`src/rtl/conv_pkg.sv`:
```
// Shared constants, FSM encoding and binarization helper for the conv accumulator.
package conv_pkg;

  localparam int NUM_TAPS = 9;
  localparam int ADDR_W   = 12;
  localparam int IDX_W    = 4;
  localparam int WORD_W   = 16;

  // Word-buffer state: IDLE = empty, FILL = partial word held, WRITE = strobe cycle.
  typedef enum logic [1:0] {
    IDLE  = 2'd0,
    FILL  = 2'd1,
    WRITE = 2'd2
  } acc_state_e;

  // Sum of +/-1 products is numTaps - 2*negCnt; non-negative (ties included) maps to 1.
  function automatic logic binarize(input int numTaps, input int negCnt);
    return ((numTaps - 2 * negCnt) >= 0);
  endfunction

endpackage

```
`src/rtl/conv_accumulator_if.sv`:
```
// Window input bus and SRAM write bus of the conv accumulator.
interface conv_accumulator_if #(
  parameter int NUM_TAPS = conv_pkg::NUM_TAPS,
  parameter int ADDR_W   = conv_pkg::ADDR_W,
  parameter int IDX_W    = conv_pkg::IDX_W,
  parameter int WORD_W   = conv_pkg::WORD_W
);

  logic                go;
  logic [NUM_TAPS-1:0] negative_flags;
  logic [ADDR_W-1:0]   write_addr_in;
  logic [IDX_W-1:0]    idx_in;
  logic                last_in;

  logic                sram_write_enable;
  logic [ADDR_W-1:0]   sram_write_address;
  logic [WORD_W-1:0]   sram_write_data;
  logic                done;
  logic [ADDR_W-1:0]   words_written;

  // Window producer side: drives windows, observes writes.
  modport master (
    output go, negative_flags, write_addr_in, idx_in, last_in,
    input  sram_write_enable, sram_write_address, sram_write_data, done, words_written
  );

  // Accumulator side.
  modport slave (
    input  go, negative_flags, write_addr_in, idx_in, last_in,
    output sram_write_enable, sram_write_address, sram_write_data, done, words_written
  );

endinterface

```
`src/rtl/popcount_tree.sv`:
```
// Counts the set bits of an N-bit vector.
module popcount_tree #(
  parameter int N     = 9,
  parameter int CNT_W = $clog2(N + 1)
) (
  input  logic [N-1:0]     bits_i,
  output logic [CNT_W-1:0] count_o
);

  // Written as a plain accumulation; synthesis rebalances it into an adder tree.
  always_comb begin
    count_o = '0;
    for (int i = 0; i < N; i++) begin
      count_o = count_o + CNT_W'(bits_i[i]);
    end
  end

endmodule

```
`src/rtl/conv_accumulator.sv`:
```
// Binarizes XNOR-popcount windows and packs the result bits into SRAM words.
module conv_accumulator #(
  parameter int NUM_TAPS = conv_pkg::NUM_TAPS,
  parameter int ADDR_W   = conv_pkg::ADDR_W,
  parameter int IDX_W    = conv_pkg::IDX_W,
  parameter int WORD_W   = conv_pkg::WORD_W
) (
  input logic              clock,
  input logic              reset,
  conv_accumulator_if.slave bus
);

  localparam int CNT_W = $clog2(NUM_TAPS + 1);

  logic [CNT_W-1:0] neg_cnt;

  logic             s1_valid_q;
  logic [CNT_W-1:0] s1_cnt_q;
  logic [ADDR_W-1:0] s1_addr_q;
  logic [IDX_W-1:0] s1_idx_q;
  logic             s1_last_q;

  logic             s2_valid_q;
  logic             s2_bit_q;
  logic [ADDR_W-1:0] s2_addr_q;
  logic [IDX_W-1:0] s2_idx_q;
  logic             s2_last_q;

  conv_pkg::acc_state_e state_q, state_d;
  logic [WORD_W-1:0] word_buf_q, word_buf_d;
  logic [ADDR_W-1:0] held_addr_q, held_addr_d;
  logic [ADDR_W-1:0] wr_addr_q, wr_addr_d;
  logic [WORD_W-1:0] wr_data_q, wr_data_d;
  logic              done_q, done_d;
  logic [ADDR_W-1:0] count_q, count_d;

  logic              insert;
  logic              trigger;
  logic [WORD_W-1:0] merged;

  popcount_tree #(
    .N     (NUM_TAPS),
    .CNT_W (CNT_W)
  ) u_popcount (
    .bits_i  (bus.negative_flags),
    .count_o (neg_cnt)
  );

  // Stage 1: capture the negative count and window metadata on go cycles.
  always_ff @(posedge clock) begin
    if (reset) begin
      s1_valid_q <= 1'b0;
      s1_cnt_q   <= '0;
      s1_addr_q  <= '0;
      s1_idx_q   <= '0;
      s1_last_q  <= 1'b0;
    end else begin
      s1_valid_q <= bus.go;
      if (bus.go) begin
        s1_cnt_q  <= neg_cnt;
        s1_addr_q <= bus.write_addr_in;
        s1_idx_q  <= bus.idx_in;
        s1_last_q <= bus.last_in;
      end
    end
  end

  // Stage 2: binarize the count into the single result bit.
  always_ff @(posedge clock) begin
    if (reset) begin
      s2_valid_q <= 1'b0;
      s2_bit_q   <= 1'b0;
      s2_addr_q  <= '0;
      s2_idx_q   <= '0;
      s2_last_q  <= 1'b0;
    end else begin
      s2_valid_q <= s1_valid_q;
      if (s1_valid_q) begin
        s2_bit_q  <= conv_pkg::binarize(NUM_TAPS, int'(s1_cnt_q));
        s2_addr_q <= s1_addr_q;
        s2_idx_q  <= s1_idx_q;
        s2_last_q <= s1_last_q;
      end
    end
  end

  // Packing: merge the new bit and decide whether this insert completes a word.
  always_comb begin
    insert  = s2_valid_q;
    trigger = s2_valid_q && ((s2_idx_q == IDX_W'(WORD_W - 1)) || s2_last_q);
    merged  = word_buf_q;
    merged[s2_idx_q] = s2_bit_q;

    word_buf_d  = word_buf_q;
    held_addr_d = held_addr_q;
    if (insert) begin
      word_buf_d  = trigger ? '0 : merged;
      held_addr_d = s2_addr_q;
    end

    wr_addr_d = wr_addr_q;
    wr_data_d = wr_data_q;
    if (trigger) begin
      wr_addr_d = held_addr_d;
      wr_data_d = merged;
    end
    done_d  = trigger && s2_last_q;
    count_d = count_q + ADDR_W'(trigger);
  end

  // Next state: WRITE whenever a word completes, otherwise track buffer occupancy.
  always_comb begin
    state_d = state_q;
    case (state_q)
      conv_pkg::IDLE: begin
        if (insert) state_d = trigger ? conv_pkg::WRITE : conv_pkg::FILL;
      end
      conv_pkg::FILL: begin
        if (trigger) state_d = conv_pkg::WRITE;
      end
      conv_pkg::WRITE: begin
        if (insert) state_d = trigger ? conv_pkg::WRITE : conv_pkg::FILL;
        else        state_d = conv_pkg::IDLE;
      end
      default: state_d = conv_pkg::IDLE;
    endcase
  end

  // State, word buffer and write-port registers.
  always_ff @(posedge clock) begin
    if (reset) begin
      state_q     <= conv_pkg::IDLE;
      word_buf_q  <= '0;
      held_addr_q <= '0;
      wr_addr_q   <= '0;
      wr_data_q   <= '0;
      done_q      <= 1'b0;
      count_q     <= '0;
    end else begin
      state_q     <= state_d;
      word_buf_q  <= word_buf_d;
      held_addr_q <= held_addr_d;
      wr_addr_q   <= wr_addr_d;
      wr_data_q   <= wr_data_d;
      done_q      <= done_d;
      count_q     <= count_d;
    end
  end

  assign bus.sram_write_enable  = (state_q == conv_pkg::WRITE);
  assign bus.sram_write_address = wr_addr_q;
  assign bus.sram_write_data    = wr_data_q;
  assign bus.done               = done_q;
  assign bus.words_written      = count_q;

endmodule
```
`src/flat_wrapper.sv`:
```
// flat-port wrapper written by rule: the top's interface ports become plain ports
module conv_accumulator_flat 
#(
  parameter int NUM_TAPS = conv_pkg::NUM_TAPS,
  parameter int ADDR_W   = conv_pkg::ADDR_W,
  parameter int IDX_W    = conv_pkg::IDX_W,
  parameter int WORD_W   = conv_pkg::WORD_W
)
  (clock, reset, bus_go, bus_negative_flags, bus_write_addr_in, bus_idx_in, bus_last_in, bus_sram_write_enable, bus_sram_write_address, bus_sram_write_data, bus_done, bus_words_written);
  conv_accumulator_if #(.NUM_TAPS(NUM_TAPS), .ADDR_W(ADDR_W), .IDX_W(IDX_W), .WORD_W(WORD_W)) bus_i ();
  input logic clock;
  input logic reset;
  input wire logic [$bits(bus_i.go)-1:0] bus_go;
  input wire logic [$bits(bus_i.negative_flags)-1:0] bus_negative_flags;
  input wire logic [$bits(bus_i.write_addr_in)-1:0] bus_write_addr_in;
  input wire logic [$bits(bus_i.idx_in)-1:0] bus_idx_in;
  input wire logic [$bits(bus_i.last_in)-1:0] bus_last_in;
  output wire logic [$bits(bus_i.sram_write_enable)-1:0] bus_sram_write_enable;
  output wire logic [$bits(bus_i.sram_write_address)-1:0] bus_sram_write_address;
  output wire logic [$bits(bus_i.sram_write_data)-1:0] bus_sram_write_data;
  output wire logic [$bits(bus_i.done)-1:0] bus_done;
  output wire logic [$bits(bus_i.words_written)-1:0] bus_words_written;
  assign bus_i.go = bus_go;
  assign bus_i.negative_flags = bus_negative_flags;
  assign bus_i.write_addr_in = bus_write_addr_in;
  assign bus_i.idx_in = bus_idx_in;
  assign bus_i.last_in = bus_last_in;
  assign bus_sram_write_enable = bus_i.sram_write_enable;
  assign bus_sram_write_address = bus_i.sram_write_address;
  assign bus_sram_write_data = bus_i.sram_write_data;
  assign bus_done = bus_i.done;
  assign bus_words_written = bus_i.words_written;
  conv_accumulator #(.NUM_TAPS(NUM_TAPS), .ADDR_W(ADDR_W), .IDX_W(IDX_W), .WORD_W(WORD_W)) u_core (.clock(clock), .reset(reset), .bus(bus_i));
endmodule
```
`config.mk`:
```
export PLATFORM = sky130hd
export DESIGN_NAME = conv_accumulator_flat
export DESIGN_NICKNAME = d
export VERILOG_FILES = /design/src/rtl/conv_pkg.sv /design/src/rtl/conv_accumulator_if.sv /design/src/rtl/popcount_tree.sv /design/src/rtl/conv_accumulator.sv /design/src/flat_wrapper.sv
export SDC_FILE = /design/constraint.sdc
export NUM_CORES = 1
export LEC_CHECK = 0
export CELL_PAD_IN_SITES_DETAIL_PLACEMENT = 1
export CELL_PAD_IN_SITES_GLOBAL_PLACEMENT = 2
export CORE_ASPECT_RATIO = 0.75
export CORE_UTILIZATION = 35
export DETAILED_ROUTE_END_ITERATION = 7
export HOLD_SLACK_MARGIN = 0.12
export PLACE_DENSITY = 0.84
export SLEW_MARGIN = 20
export SYNTH_ARGS = -nofsm -noshare
export SYNTH_HDL_FRONTEND = slang
export SYNTH_SLANG_ARGS = --single-unit
```
`constraint.sdc`:
```
create_clock -name clock -period 6.72 [get_ports clock]
set_input_delay 1.008 -clock clock [delete_from_list [all_inputs] [get_ports clock]]
set_output_delay 1.008 -clock clock [all_outputs]
set_load 0.05 [all_outputs]
```
; Word level (Yosys, flattened, before mapping)
; Index checks and enable logic that the tools add are counted.
[totals]
reg_bits = 112
input_bits = 29
out_inout_bits = 42
elab_cells = 51
[classes]
add_sub_neg = 10
magnitude_cmp = 3
eq_ne = 5
muxes = 10
reduce_logical = 6
[op_table]
columns = cell, count
row1 = $ge 32x1->1 const B, 1
row2 = $add 4x1->4, 5
row3 = $bwmux 16, 1
row4 = $mux 16, 1
row5 = $add 12x1->12, 1
row6 = $mux 12, 1
row7 = $mux 2, 4
row8 = $pmux 2 s3, 1
row9 = $sub 4x5->6 const A, 1
row10 = $lt 4x5->1 const B, 1
row11 = $add 3x1->4, 1
row12 = $demux 1 s4, 1
row13 = $eq 4x4->1 const B, 1
row14 = $ge 4x1->1 const B, 1
row15 = $ne 2x1->1 const B, 2
row16 = $add 2x1->3, 1
row17 = $logic_and 1x1->1, 3
row18 = $add 1x1->2, 1
row19 = $eq 2x1->1 const B, 1
row20 = $eq 2x2->1 const B, 1
row21 = $logic_not 2->1, 1
row22 = $reduce_and 2->1, 1
row23 = $logic_or 1x1->1, 1
row24 = $mux 1, 1

; Depth between registers and ports, before layout
[depth]
ltp_word = 8
depth_mapped = 10
depth_no_buf = 10

; Hierarchy
; A second synthesis with hierarchy kept.
[unflattened]
hier_cells = 431
area_unflattened_um2 = 4324.1
[by_module_without_submodules]
columns = module, n_inst, cells_per_inst, area_each_um2, seq_area_each_um2
row1 = conv_accumulator, 1, 406, 4112.7, 2001.9
row2 = popcount_tree, 1, 25, 211.5, 0.0

; Least setup slack after synthesis
; No wires, ideal clock.
[synth_timing]
path_kind = input to register
startpoint = input port bus_negative_flags[0]
endpoint = register u_core.s1_cnt_q[2]
setup_ns = 0.126
arrival_time_ns = 3.522
required_ns = 6.594
slack_ns = 3.072
path_stages = 9
n_path_buf = 0
path_cell_list = inv_1 -> fa_1 -> fa_1 -> fa_1 -> fa_1 -> fa_1 -> xnor2_1 -> mux2i_1 -> nor2_1
[synth_between]
elab_chain_cells = 8
[synth_lines]
columns = item, line
row1 = start: declaration, flat_wrapper.sv:14  ; input wire logic [$bits(bus_i.negative_flags)-1:0] bus_negative_flags;
row2 = $add 1x1->2, popcount_tree.sv:14  ; count_o = count_o + CNT_W'(bits_i[i]);
row3 = $add 2x1->3, popcount_tree.sv:14
row4 = $add 3x1->4, popcount_tree.sv:14
row5 = $add 4x1->4 (5 in a row), popcount_tree.sv:14
row6 = end signal: assignment, conv_accumulator.sv:60  ; s1_cnt_q <= neg_cnt;
row7 = end: declaration, conv_accumulator.sv:18  ; logic [CNT_W-1:0] s1_cnt_q;
; Every way passes these cells.
; A chain may end at the register's enable or synchronous reset.

; Worst setup path in the final report
; Ends and elaborated chain as after synthesis.

==> results.json <==
{
  "path_clk_slew_ns": 0.07,
  "viasPerCell": 5.091,
  "netlist_top_cells_area": "dfxtp_1 (47%), mux2i_1 (12%), nor2_1 (3.7%)",
  "num_antenna_cells": 0,
  "synth_most_common_cell": "dfxtp_1",
  "hpwl_um": 6532,
  "synth_area_um2": 4250,
  "min_period_over_period_pct": 58.20,
  "area_growth_pct": 25.40,
  "setup_violations": 0,
  "initial_utilization_pct": 36.33,
  "max_cap_viol_count": 0,
  "grt_max_degree": 63,
  "worst_r2r_path_depth": 6,
  "drive_above_1_share_pct": 6.625,
  "hold_viol_final": 0,
  "fillers": 1265,
  "cts_num_sinks": 100,
  "reg2reg_to": "u_core.bus.words_written[11]",
  "hold_ws_ns": 0.4746,
  "wl_per_cell_um": 15.92,
  "io_pins": 71,
  "cts_hold_buf": 0,
  "rsz0062_at_grt": "no",
  "die_h_um": 97.44,
  "cp_slowest_cell": "fa_1",
  "antenna_found_initial": 0,
  "dr_total_vias": 3284,
  "yosys.area.top_type": "dfxtp_1",
  "p_per_area_nw_per_um2": 238.8,
  "tightest_slew_ns": 0.6879,
  "wirelength_um": 10270,
  "grtUsageTotal_pct": 17.83,
  "hold_path_class": "reg2reg",
  "slew_headroom_pct": 54.08,
  "dr.pass1.iters": 4,
  "power_leakage_nw": 1.874,
  "fin_crit_ns": 3.911,
  "slew_viol_final": 0,
  "htree_levels": 3,
  "syn_area_per_cell_um2": 9.884,
  "synthFlopType": "dfxtp_1",
  "synth_seq_cells": 100,
  "yosysWarnings": 0,
  "cts_resized": 0,
  "hp-start": "u_core.word_buf_q[15]",
  "cp_common_cell": "fa_1",
  "critPathCaptureType": "flop",
  "grt_pass1_wl_um": 17440,
  "hold_depth": 1,
  "min_to": "u_core.word_buf_q[15]",
  "timing.fmax_mhz": 255.7,
  "dieWidth_um": 129.2,
  "crit_arrival_ns": 4.13,
  "cp_max_fo": 2,
  "cp_cell_sequence": "clkdlybuf4s50_1 -> inv_1 -> fa_1 -> fa_1 -> fa_1 -> fa_1 -> fa_1 -> xnor2_1 -> mux2i_1 -> nor2_1",
  "outcome": "complete, no violations",
  "clockRootBuffer": "clkbuf_16",
  "synth_top_area_share_pct": 47.10,
  "finalNetCount": 516,
  "peakVddDrop_mv": 0.1310,
  "synth_cell_types": 41,
  "post_cts_buffers": 0,
  "drc": 0,
  "r2r_slack_ns": 4.24,
  "io_buffers": 70,
  "gp_congestion": 0.7395,
  "cts_buffer_depth": 2,
  "dr.first_iter.drc_count": 142,
  "slowest_delay_ns": 0.55,
  "synth_nets": 468,
  "r2r_start": "u_core.s2_idx_q[3]",
  "place_ws_ns": 2.434,
  "synth_edf_count": 0,
  "clk_latency_ns": 0.35,
  "gr-total-overflow": 0,
  "num_rows": 34,
  "synth_common_cells": "dfxtp_1 (100), mux2i_1 (50), nor2_1 (42), inv_1 (31), a21oi_1 (25)",
  "fp.dieArea_um2": 12590,
  "fin_setup_tns_ns": 0,
  "cts_tree": "built",
  "worstPathRequired_ns": 6.94,
  "ys_seq_area_share_pct": 47.10,
  "p_total_mw": 1.273,
  "coreArea_um2": 11700,
  "ant_nets": 0,
  "start_kind": "primary input",
  "crit_type": "in2reg",
  "timing.final.ws_setup_ns": 2.809,
  "grt_pass1_vias": 3455,
  "final_util_pct": 45.56,
  "cts_made_buffers": 9,
  "synthCells": 430,
  "async_flop_share_pct": 0,
  "skew_ns": 0.008633
}
==> critical path, delay by kind of cell <==
kind / cells / cell delay, ns
adder cells (fa/ha/maj): 5 / 2.28
multiplexers: 1 / 0.14
XOR/XNOR: 1 / 0.14
AND/OR/NAND/NOR: 1 / 0.05
buffers and inverters: 2 / 0.52
==> how the worst max path moves through the flow <==
stage / to / start / depth (start not counted) / slack (ns)
final: u_core.s1_cnt_q[2] / bus_negative_flags[0] / 10 / 2.81
after global routing: u_core.s1_cnt_q[2] / bus_negative_flags[0] / 10 / 2.67
after CTS: u_core.s1_cnt_q[2] / bus_negative_flags[0] / 10 / 2.80
after detailed placement: u_core.s1_cnt_q[2] / bus_negative_flags[0] / 10 / 2.43
after global placement: u_core.s1_cnt_q[2] / bus_negative_flags[0] / 10 / 2.55
after floorplan: u_core.s1_cnt_q[2] / bus_negative_flags[0] / 9 / 3.07
==> per-stage QoR <==
stage               area [um2]  std cells
finish                    5330        645
global route              5330        645
detailed placement        5011        629
floorplan                 4250        430
CTS                       5329        645
global placement          5011        629
==> state kept, by name (all words and copies together) (netlist names), 2 cells and up <==
signal                         cells
u_core.s2_idx_q                    4
u_core.s1_cnt_q                    4
u_core.bus.words_written          12
u_core.s1_idx_q                    4
u_core.bus.sram_write_data        16
u_core.s1_addr_q                  12
u_core.word_buf_q                 16
u_core.state_q                     2
u_core.s2_addr_q                  12
u_core.bus.sram_write_address     12
==> where the power goes <==
group	internal [mW]	switching (mW)
clock	0.326	0.227
sequential	0.607	0.0162
combinational	0.0489	0.0479
==> layout by cell type (no fill, tap or decap), types with 4 or more instances in the layout <==
cell / netlist / final
a211oi_1: 17 / 17
a21oi_1: 25 / 25
buf_4: 4 / 6
clkbuf_16: 0 / 9
clkdlybuf4s50_1: 0 / 69
dfxtp_1: 100 / 99
fa_1: 5 / 5
ha_1: 4 / 4
inv_1: 31 / 31
mux2i_1: 50 / 50
nand2_1: 5 / 5
nand2b_1: 14 / 14
nand3_1: 4 / 4
nand4b_1: 16 / 16
nor2_1: 42 / 42
nor2b_1: 8 / 8
nor4b_2: 4 / 4
nor4bb_1: 4 / 4
o21ai_0: 16 / 16
o31ai_1: 4 / 4
o32ai_1: 14 / 14
or4_1: 4 / 4
==> metal layers <==
layer  global-route usage, %  vias to the layer above  share of wire, %
met5                       0                        -                 0
li1                        -                     1610                 -
met4                   5.973                        0               1.7
met3                   4.956                       14               4.6
met1                   22.64                     1602                47
met2                   28.91                       58                46
==> cell type report <==
class                      count  area [um2]  share of cell area (%)
tap                          162       202.7                   3.803
clock inverter                 6       88.84                   1.667
timing repair buffer          75       735.7                   13.80
multi-input combinational    261        1954                   36.67
clock buffer                  10       229.0                   4.296
inverter                      31       116.4                   2.183
sequential                   100        2003                   37.58
==> logic make-up (layout without fill, tap and decap cells) <==
logic type / after synthesis / in the layout / synth area share [%]
buffers and inverters: 69 / 122 / 6.918
flip-flops: 100 / 100 / 47.10
adder cells (fa/ha/maj): 9 / 9 / 3.533
AO/OA/AOI/OAI: 80 / 80 / 12.42
multiplexers: 52 / 52 / 12.30
XOR/XNOR: 4 / 4 / 0.8244
AND/OR/NAND/NOR: 116 / 116 / 16.90
(Power assumes the default switching activity.)
